File: src/rtl/clock_set_controller.sv
// Two-button time-setting controller: debounces MODE/INC, walks RUN -> SET_HR -> SET_MIN -> COMMIT,
// blinks the field under edit and drops an abandoned edit after an inactivity timeout.
//
// state   | meaning
// RUN     | timekeeper counting, buttons only watched for MODE
// SET_HR  | counters frozen, INC steps the edit hour
// SET_MIN | counters frozen, INC steps the edit minute
// COMMIT  | one-cycle load of the edited time, then back to RUN
module clock_set_controller #(
    parameter int DEB_CYCLES    = 500000,
    parameter int TICK_DIV      = 50000000,
    parameter int BLINK_DIV     = 12500000,
    parameter int TIMEOUT_TICKS = 10
) (
    input  logic       clk,
    input  logic       rst,
    input  logic       btn_mode,
    input  logic       btn_inc,
    input  logic [4:0] cur_hour,
    input  logic [5:0] cur_min,
    output logic       run_en,
    output logic       load,
    output logic [4:0] load_hour,
    output logic [5:0] load_min,
    output logic       blank_hr,
    output logic       blank_min,
    output logic [1:0] mode_state
);

    localparam logic [1:0] ST_RUN     = 2'd0;
    localparam logic [1:0] ST_SET_HR  = 2'd1;
    localparam logic [1:0] ST_SET_MIN = 2'd2;
    localparam logic [1:0] ST_COMMIT  = 2'd3;

    localparam int DEB_W   = (DEB_CYCLES > 1) ? $clog2(DEB_CYCLES) : 1;
    localparam int TICK_W  = (TICK_DIV > 1) ? $clog2(TICK_DIV) : 1;
    localparam int BLINK_W = (BLINK_DIV > 1) ? $clog2(BLINK_DIV) : 1;
    localparam int IDLE_W  = $clog2(TIMEOUT_TICKS + 1);

    localparam logic [DEB_W-1:0]   DEB_MAX    = DEB_W'(DEB_CYCLES - 1);
    localparam logic [TICK_W-1:0]  TICK_MAX   = TICK_W'(TICK_DIV - 1);
    localparam logic [BLINK_W-1:0] BLINK_MAX  = BLINK_W'(BLINK_DIV - 1);
    localparam logic [IDLE_W-1:0]  IDLE_LIMIT = IDLE_W'(TIMEOUT_TICKS);

    logic [1:0]            btnRaw;
    logic [1:0]            sync1, sync2, debLevel, debPrev, armed, pulse;
    logic [1:0]            pipeFill;
    logic [1:0][DEB_W-1:0] debCnt;
    logic                  modeP, incP;

    assign btnRaw = {btn_inc, btn_mode};

    // A button held through reset must be seen released before it may generate a press.
    always_ff @(posedge clk) begin
        if (rst) begin
            sync1    <= '0;
            sync2    <= '0;
            debLevel <= '0;
            debPrev  <= '0;
            armed    <= '0;
            pipeFill <= '0;
            debCnt   <= '0;
        end else begin
            sync1    <= btnRaw;
            sync2    <= sync1;
            debPrev  <= debLevel;
            pipeFill <= {pipeFill[0], 1'b1};
            for (int b = 0; b < 2; b++) begin
                if (sync2[b] == debLevel[b]) begin
                    debCnt[b] <= DEB_MAX;
                end else if (debCnt[b] == '0) begin
                    debLevel[b] <= sync2[b];
                    debCnt[b]   <= DEB_MAX;
                end else begin
                    debCnt[b] <= debCnt[b] - DEB_W'(1);
                end
                if (pipeFill[1] && !sync2[b]) armed[b] <= 1'b1;
            end
        end
    end

    assign pulse = debLevel & ~debPrev & armed;
    assign modeP = pulse[0];
    assign incP  = pulse[1];

    logic [TICK_W-1:0]  tickCnt;
    logic [BLINK_W-1:0] blinkCnt;
    logic               tick, blinkWrap, blinkPhase, blinkNext;

    assign tick      = (tickCnt == '0);
    assign blinkWrap = (blinkCnt == '0);
    assign blinkNext = blinkPhase ^ blinkWrap;

    always_ff @(posedge clk) begin
        if (rst) begin
            tickCnt    <= '0;
            blinkCnt   <= '0;
            blinkPhase <= 1'b0;
        end else begin
            tickCnt    <= tick ? TICK_MAX : tickCnt - TICK_W'(1);
            blinkCnt   <= blinkWrap ? BLINK_MAX : blinkCnt - BLINK_W'(1);
            blinkPhase <= blinkNext;
        end
    end

    logic [1:0]        state, stateNext;
    logic [4:0]        editHour, editHourNext;
    logic [5:0]        editMin, editMinNext;
    logic [IDLE_W-1:0] idleCnt, idleNext;
    logic              editing;

    assign editing = (state == ST_SET_HR) || (state == ST_SET_MIN);

    // MODE outranks INC, and any press outranks the inactivity timeout.
    always_comb begin
        stateNext    = state;
        editHourNext = editHour;
        editMinNext  = editMin;
        idleNext     = idleCnt;
        if (tick && editing && (idleCnt != IDLE_LIMIT)) idleNext = idleCnt + IDLE_W'(1);
        case (state)
            ST_RUN: begin
                if (modeP) begin
                    stateNext    = ST_SET_HR;
                    editHourNext = (cur_hour > 5'd23) ? 5'd0 : cur_hour;
                    editMinNext  = (cur_min > 6'd59) ? 6'd0 : cur_min;
                end
            end
            ST_SET_HR: begin
                if (modeP)                     stateNext    = ST_SET_MIN;
                else if (incP)                 editHourNext = (editHour == 5'd23) ? 5'd0 : editHour + 5'd1;
                else if (idleCnt == IDLE_LIMIT) stateNext   = ST_RUN;
            end
            ST_SET_MIN: begin
                if (modeP)                     stateNext   = ST_COMMIT;
                else if (incP)                 editMinNext = (editMin == 6'd59) ? 6'd0 : editMin + 6'd1;
                else if (idleCnt == IDLE_LIMIT) stateNext  = ST_RUN;
            end
            default: stateNext = ST_RUN;
        endcase
        if (modeP || incP) idleNext = '0;
    end

    always_ff @(posedge clk) begin
        if (rst) begin
            state     <= ST_RUN;
            editHour  <= '0;
            editMin   <= '0;
            idleCnt   <= '0;
            run_en    <= 1'b1;
            load      <= 1'b0;
            blank_hr  <= 1'b0;
            blank_min <= 1'b0;
        end else begin
            state     <= stateNext;
            editHour  <= editHourNext;
            editMin   <= editMinNext;
            idleCnt   <= idleNext;
            run_en    <= (stateNext == ST_RUN);
            load      <= (stateNext == ST_COMMIT);
            blank_hr  <= (stateNext == ST_SET_HR) && blinkNext;
            blank_min <= (stateNext == ST_SET_MIN) && blinkNext;
        end
    end

    assign mode_state = state;
    assign load_hour  = editHour;
    assign load_min   = editMin;

endmodule

File: config.mk
export PLATFORM = sky130hd
export DESIGN_NAME = clock_set_controller
export DESIGN_NICKNAME = d
export VERILOG_FILES = /design/src/rtl/clock_set_controller.sv
export SDC_FILE = /design/constraint.sdc
export NUM_CORES = 1
export LEC_CHECK = 0
export BUFFER_PORTS_ARGS = -buffer_cell sky130_fd_sc_hd__buf_2
export CAP_MARGIN = 30
export CORE_UTILIZATION = 30
export DETAILED_ROUTE_END_ITERATION = 6
export GPL_TIMING_DRIVEN = 0
export SYNTH_ARGS = -nofsm -noshare
export SYNTH_HDL_FRONTEND = slang
export SYNTH_SLANG_ARGS = --single-unit
File: constraint.sdc
create_clock -name clk -period 3.3 [get_ports clk]
set_input_delay 0.495 -clock clk [delete_from_list [all_inputs] [get_ports clk]]
set_output_delay 0.495 -clock clk [all_outputs]
set_load 0.05 [all_outputs]
==> results.md, run 1 <==
* Layout Utilization at 36.52%
* I/O Pins at 32
* Outcome: complete, no violations
* Number of port buffers at 31
* R2r setup slk at ~0.6 ns
* Most common cell after layout, fill and taps aside: dfxtp_1
* Worst-path fanout max at 7
* Vias in the first global route at roughly 4200
* Hold path cells at 2
* Pwr/cell area at 815.9 nW/um^2
* Post-Synth Simple-Gate Area at between 20 and 30%
* Unrepaired setup endpoints after global routing: no
* Share of cells above drive strength 1 at roughly a tenth
* Crit path arrival time at 3.03 ns
* Hold endpoint: sync1[0]$_SDFF_PP0_
* Hold path startpoint: btn_mode
* Iter 0 DRT Violations at about 250
* Wire length on met2 at 5099 microns
* Tmin final at between 2 and 3 ns
* Sink Count at roughly 120
* Nets at roughly 710
* Antenna violations before repair at 0
* Final hold violation count at 0
* Post-CTS Hold Fix Bufs at 0
* HPWL after DPL at between 8000 and 9000 microns
* Top FF cell, synth: dfxtp_1
* Post-synthesis mux area share at less than 1%
* Final worst clock skew at a little under 0.007 ns
* First-pass GRT wire length at just under 20000 microns
* Row count at between 40 and 50
* Detailed Routing Iterations Pass 1 at 4
* Reg2reg start: tickCnt[0]$_SDFF_PP0_
* Drt drc at 0
* Die height at 136.9 microns
* Area growth, synth to finish at 17.39%
* TNS Setup at 0 ns
* Clk buf depth at 2
* Antenna-violating nets left at 0
* Cts repair resizes at 0
* WP data required at around 3.6 ns
* Syn_nets at between 600 and 700
* Worst VDD drop at roughly 410 uV
* H-tree depth at 4
* Slew Viols, Final at 0
* Synth Register Bits at 122
* DRT met1 WL at a little under 6000 microns
* Via count at roughly 4500
* Mean cell area of the mapped netlist at 8.742 sq um
* GRT Util Overall at 13.49%
* Register area share after synthesis at between 40 and 50%
* Final wirelength at 11480 microns
* Die outline width at approximately 140 microns
* Yosys warning count at 0
* Max layer used: met4
* Post-synthesis xor/xnor area fraction at between 10% and 20%
* Leak pwr at 2.353 nW
* Synth Area in Adders at under 10%
* Number of synthesized flops with an enable pin at 0
* Initial Util at 31.11%
* Crit Path Class: reg2reg
* Worst reg2reg endpoint: idleCnt[1]$_SDFFE_PP0P_
* GR Overflow Total at 0
* Final GP Congestion at between 0.8 and 0.9
* Final WS setup at approximately 0.61 ns
* CP Launch Type: flip-flop
* HP Class: in2reg
* Crit path capture type: flip-flop
* Fin crit share at about 82%
* Met3 wire length at 411 microns
* Cells after Synth at ~620
* Post-synthesis compound-gate area fraction at roughly an eighth
* Final Setup Violations at 0
* Clock Latency Late Sink at between 0.4 and 0.5 ns
* Vias/cell at around 5
* Worst Setup Slack post-DPL at between 0.6 and 0.7 ns
* CTS tree: yes
* Setup bufs post-CTS at 0
* Asr flop ratio synth at 0%
* Avg WL per Cell at 12.60 microns
* Largest family of logic cells by synthesized area: simple AND/OR/NAND/NOR gates
* Slew margin rel. at about 43%
* CTS root buffer: clkbuf_16
* Cts bufs inserted at 17
* F_max at 0.3717 GHz
* Max-Cap Viols at 0
* Most frequent cells in the layout: dfxtp_1, nor2_1, a21oi_1, xnor2_1, buf_2
* Distinct cells, synth at 51
* Synthesized cell area at 5455 sq um
* Path depth of the worst reg2reg path at 8
* Clock Pin Slew Worst Setup and Hold Paths at about 0.05 ns
* ANT cells at 0
* Worst slew pin tran at 0.8484 ns
* Largest net degree at the start of global routing at 17
* CORE AREA at 17540 sq um
* Die Footprint at 18730 sq um
[registers in the layout, indices dropped and copies added (netlist names), 4 cells and up]
name       cells
load_min       6
blinkCnt      24
load_hour      5
debCnt        38
tickCnt       26
idleCnt        4
[power breakdown]
| group | internal (mW) | switching (mW) | total, mW | leakage (nW) |
|---|---|---|---|---|
| Clock | 1.00 | 0.601 | 1.60 | 0.251 |
| Combinational | 0.689 | 0.941 | 1.63 | 1.10 |
| Sequential | 1.76 | 0.233 | 1.99 | 1.00 |
[synth_stat cells (2+ instances only)]
cell      count  area, sq um
a211oi_1      7        52.55
a21o_1        2        15.01
a21oi_1      65        325.3
a31oi_1       8        50.05
and3_1        4        25.02
and3b_1       2        17.52
buf_2         2        10.01
clkbuf_1     19        71.32
dfxtp_1     122         2442
ha_1         15        187.7
inv_1        18        67.56
mux2i_1       2        20.02
nand2_1      31        116.4
nand2b_1      8        50.05
nand3_1      16        80.08
nand3b_1      4        30.03
nand4_1       3        18.77
nor2_1       74        277.8
nor2b_1      10        62.56
nor3_1       31        155.2
nor3b_1       5        37.54
nor4_1       27        168.9
nor4b_1       2        17.52
o21a_1        2        15.01
o21ai_0      16        80.08
o31ai_1       6        45.04
or2_2         4        25.02
or3_1        12        75.07
or3_4         2        22.52
or3b_2        3        26.28
or4_1        15        112.6
xnor2_1      49        429.2
xor2_1       20        175.2
[per-layer routing]
metal | vias up | global-route usage [%]
met2 | 55 | 21.12
met3 | 13 | 4.741
met5 | - | 0
li1 | 2329 | -
met4 | 0 | 5.006
met1 | 2056 | 16.97
[cell type report]
cell class / count / area (sq um)
multi-input cells: 463 / 2864
flip-flops and latches: 122 / 2442
plain buffers: 21 / 81.33
fillers: 1830 / 11130
inverters: 18 / 67.56
repair buffers: 32 / 158.9
clock inverters: 3 / 15.01
clock buffers: 27 / 493.0
well taps: 225 / 281.5
[how the worst max path moves through the flow]
stage	startpoint	endpoint	slack, ns	depth (start not counted)
2_1_floorplan	tickCnt[0]$_SDFF_PP0_	idleCnt[0]$_SDFFE_PP0P_	0.92	8
3_3_place_gp	tickCnt[0]$_SDFF_PP0_	tickCnt[24]$_SDFF_PP0_	0.56	7
4_1_cts	tickCnt[0]$_SDFF_PP0_	idleCnt[1]$_SDFFE_PP0P_	0.60	8
5_1_grt	tickCnt[0]$_SDFF_PP0_	idleCnt[1]$_SDFFE_PP0P_	0.34	8
3_5_place_dp	tickCnt[0]$_SDFF_PP0_	idleCnt[1]$_SDFFE_PP0P_	0.61	8
6_report	tickCnt[0]$_SDFF_PP0_	idleCnt[1]$_SDFFE_PP0P_	0.61	8
[cells by family (layout without fill, tap and decap cells)]
| logic type | Yosys count | in the layout |
|---|---|---|
| and+or+nand+nor | 260 | 260 |
| buffers and inverters | 39 | 101 |
| muxes | 2 | 2 |
| adders and majority gates | 15 | 15 |
| DFF | 122 | 122 |
| AOI/OAI and AO/OA | 117 | 117 |
| xor gates and xnor gates | 69 | 69 |
[metrics by stage]
step,total power [mW],hold slack (ns),area [sq um],instances
finish,5.225,0.3067,6404,911
global route,5.624,0.2975,6404,911
CTS,5.274,0.2922,6404,911
detailed placement,3.635,0.4278,5896,881
global placement,3.609,0.4206,5892,880
floorplan,3.298,0.4138,5455,624
[worst max-delay path, stage by stage (launching register included)]
cell and delay (ns):
dfxtp_1 0.32, inv_1 0.05, ha_1 0.16, or3b_1 0.38
or4b_1 0.46, buf_2 0.17, nor3_1 0.71, a31oi_1 0.17
nor3_1 0.19
No activity file was read; power rests on OpenSTA's default activity.
==> inputs of run 2 (changes only) <==
Settings changed: ABC_AREA set to 1.
Clock period 3.3 ns to 2.6 ns, I/O delays scaled along.
==> results.md, run 2 <==
* Die outline width at 147.9 microns (+8.1%)
* Initial Util at 30.48% (-0.63 points)
* Clk pwr share at 34.2% (+3.5 points)
* Slowest CP cell: dfxtp_1
* Net Sw Power at 3.218 mW (+81%)
* HPWL after DPL at 10610 microns (+31%)
* Commonest cells post-synth: nand2_1, nor2_1, inv_1
* Setup bufs post-CTS at 0 (unchanged)
* Max reg flops at 38 (unchanged)
* Final wirelength at 14220 microns (+24%)
* Row count at 53 (+10%)
* Buf/Inv on CP at 4 (+2)
* Biggest regs: debCnt x38, tickCnt x26, blinkCnt x24
* Register Area at 2442 sq um (unchanged)
* Largest cells by area after synthesis: dfxtp_1, nand2_1, nor2_1
* Mean cell area of the mapped netlist at 6.853 sq um (-22%)
* Unrepaired setup endpoints after global routing: no
* Crit Path Class: reg2reg
* Register area share after synthesis at 38.24% (-6.5 points)
* Clock Latency Late Sink at 0.42 ns (about the same)
* Final hold violation count at 0 (unchanged)
* Top FF cell, synth: dfxtp_1
* Tmin final at 1.815 ns (-0.8757 ns)
* Slew margin rel. at 50.93% (+7.9 points)
* Post-CTS Hold Fix Bufs at 0 (unchanged)
* Worst-path fanout max at 8 (+1)
* Worst slew pin tran at 0.7360 ns (-0.1124 ns)
* Final worst clock skew at 0.006811 ns (+0.0000004700 ns)
* Die Footprint at 21880 sq um (+17%)
* Fin crit share at 69.79% (-12 points)
* Worst reg2reg endpoint: load_hour[4]$_SDFFE_PP0P_
* Clk buf depth at 2 (unchanged)
* Cts repair resizes at 0 (unchanged)
* Logic pwr share at 36.7% (+5.5 points)
* Most frequent cells in the layout: nand2_1, nor2_1, inv_1, dfxtp_1, nand3_1
* Hold endpoint: sync1[0]$_SDFF_PP0_
* Total Power at 8.550 mW (+64%)
* Slew Viols, Final at 0 (unchanged)
* Sink Count at 122 (unchanged)
* Max-Cap Viols at 0 (unchanged)
* Synthesized cell area at 6387 sq um (+17%)
* HP Class: in2reg
* ANT cells at 0 (unchanged)
* Area growth, synth to finish at 19.20%
* Crit-path cells: inv_1 > ha_1 > buf_2 > inv_1 > nand2_1 > o21ai_1 > nand3_1 > inv_2 > nand2_1 > nand2_1 > a21oi_1
* Synth Register Bits at 122 (unchanged)
* Asr flop ratio synth at 0% (unchanged)
* Pint at 5.332 mW (+55%)
* H-tree depth at 4 (unchanged)
* Share of cells above drive strength 1 at 13.28% (+3.7 points)
* Drt drc at 0 (unchanged)
* Crit path arrival time at 2.09 ns (-0.94 ns)
* I/O Pins at 32 (unchanged)
* Crit path capture type: flip-flop
* Reg2reg start: mode_state[1]$_SDFF_PP0_
* Final GP Congestion at 0.8592 (+6.9%)
* Clock Pin Slew Worst Setup and Hold Paths at 0.06 ns (about the same)
* First-pass GRT wire length at 24210 microns (+24%)
* Multi-input gate area at 3369 sq um (+18%)
* Distinct cells, synth at 35 (-31%)
* Hold path cells at 3 (+1)
* Flop pwr share at 29.1% (-9.0 points)
* CTS root buffer: clkbuf_16
* Nets at 1011 (+43%)
* Most frequent cell after synthesis: nand2_1
* GR Overflow Total at 0 (unchanged)
* CORE AREA at 20960 sq um (+19%)
* Crit-path leading delay family: buffers and inverters
* Worst VDD drop at 433.0 uV (+5.4%)
* Most common cell after layout, fill and taps aside: nand2_1
* Hold path startpoint: btn_mode
* Iter 0 DRT Violations at 332 (+33%)
* CP Launch Type: flip-flop
* Leak pwr at 3.520 nW (+50%)
* Outcome: complete, no violations
* Crit-path most repeated cell: nand2_1
* Synth area leader: dfxtp_1
* Vias in the first global route at 5299 (+27%)
* Largest net degree at the start of global routing at 17 (unchanged)
* Most flops, register: debCnt
* Die height at 147.9 microns (+8.1%)
* CP max stage delay at 0.39 ns (-0.32 ns)
* Via count at 5777 (+30%)
* Antenna-violating nets left at 0 (unchanged)
* Vias/cell at 4.552 (-6.9%)
* R2r setup slk at 0.79 ns (+0.18 ns)
* Number of port buffers at 30 (-3.2%)
* Path depth of the worst reg2reg path at 11 (+3)
* WP data required at 2.87 ns (-0.77 ns)
* F_max at 0.5511 GHz (+48%)
* Yosys warning count at 0 (unchanged)
* Syn_nets at 962 (+47%)
* GRT Util Overall at 13.80% (+0.31 points)
* Layout fillers at 2230 (+22%)
* Detailed Routing Iterations Pass 1 at 4 (unchanged)
* Number of synthesized flops with an enable pin at 0 (unchanged)
* Antenna violations before repair at 0 (unchanged)
* Avg WL per Cell at 11.21 microns (-11%)
* TNS Setup at 0 ns (unchanged)
* Switch share at 37.64% (+3.7 points)
* Final Setup Violations at 0 (unchanged)
* CP startpoint: mode_state[1]$_SDFF_PP0_
* Cts bufs inserted at 17 (unchanged)
* Cells after Synth at 932 (+49%)
* CTS tree: yes
* Top cell type's share of synthesized area at 38.24% (-6.5 points)
* Pwr/cell area at 1123 nW/um^2 (+38%)
==> run 2: cell types whose count changed after synthesis, sizes merged, moves of 16 or more <==
cell	previous run	this run
nor4	27	1
nor3	31	11
nor2	74	186
o21ai	17	53
xnor2	49	9
nand3	16	76
nand2	31	194
inv	18	138
clkbuf	19	3
==> run 2: worst max-delay path by stage <==
stage                                     end  slack (ns)  cells past startpoint
floorplan           load_hour[4]$_SDFFE_PP0P_        0.67                     11
global placement    load_hour[4]$_SDFFE_PP0P_        0.81                     11
detailed placement  load_hour[4]$_SDFFE_PP0P_        0.78                     11
CTS                 load_hour[4]$_SDFFE_PP0P_        0.76                     11
global route        load_hour[4]$_SDFFE_PP0P_        0.55                     11
finish              load_hour[4]$_SDFFE_PP0P_        0.79                     11
==> run 2: metrics by stage <==
stage               hold WS, ns  utilization (%)  std cells  setup WS, ns  instance area (sq um)
CTS                      0.1864            36.33       1269        0.7607                   7614
global placement         0.3960            32.84       1237        0.8093                   6882
floorplan                0.3883                -        932        0.6725                   6387
global route             0.2104            36.33       1269        0.5499                   7614
detailed placement       0.3958            32.84       1237        0.7770                   6882
finish                   0.1872            36.33       1269        0.7855                   7614
==> run 2: cells by family after synthesis <==
logic type / after synthesis / synth area share, %
XOR/XNOR: 31 / 4.251
adder cells (fa/ha/maj): 15 / 2.938
flip-flops: 122 / 38.24
AND/OR/NAND/NOR: 499 / 36.26
buffers and inverters: 149 / 9.011
AO/OA/AOI/OAI: 116 / 9.305
==> run 2: final cells by class <==
cell class	count	share of cell area (%)
inverter	138	6.836
sequential	122	32.08
clock buffer	20	6.130
timing repair buffer	30	1.972
tap	275	4.519
multi-input combinational	661	44.26
clock inverter	12	3.484
buffer	11	0.7231
==> run 2: worst register-to-register path, stage by stage (launching register included) <==
cell and delay [ns]:
dfxtp_1 0.39, inv_1 0.09, ha_1 0.17, buf_2 0.16, inv_1 0.20, nand2_1 0.07, o21ai_1 0.08, nand3_1 0.18
inv_2 0.15, nand2_1 0.07, nand2_1 0.06, a21oi_1 0.05
==> run 2: routing by layer <==
layer	wire [microns]	track usage (%)
met5	0	0
met4	212	5.825
met3	447	3.148
met2	6439	22.71
met1	7123	17.27
==> run 2: power by group through the flow <==
stage | sequential, mW | combinational (mW) | clock [mW]
finish | 2.49 | 3.14 | 2.92
global placement | 2.52 | 3.09 | 0
global route | 2.53 | 3.60 | 3.06
CTS | 2.49 | 3.15 | 2.97
detailed placement | 2.52 | 3.13 | 0
floorplan | 2.46 | 2.60 | 0
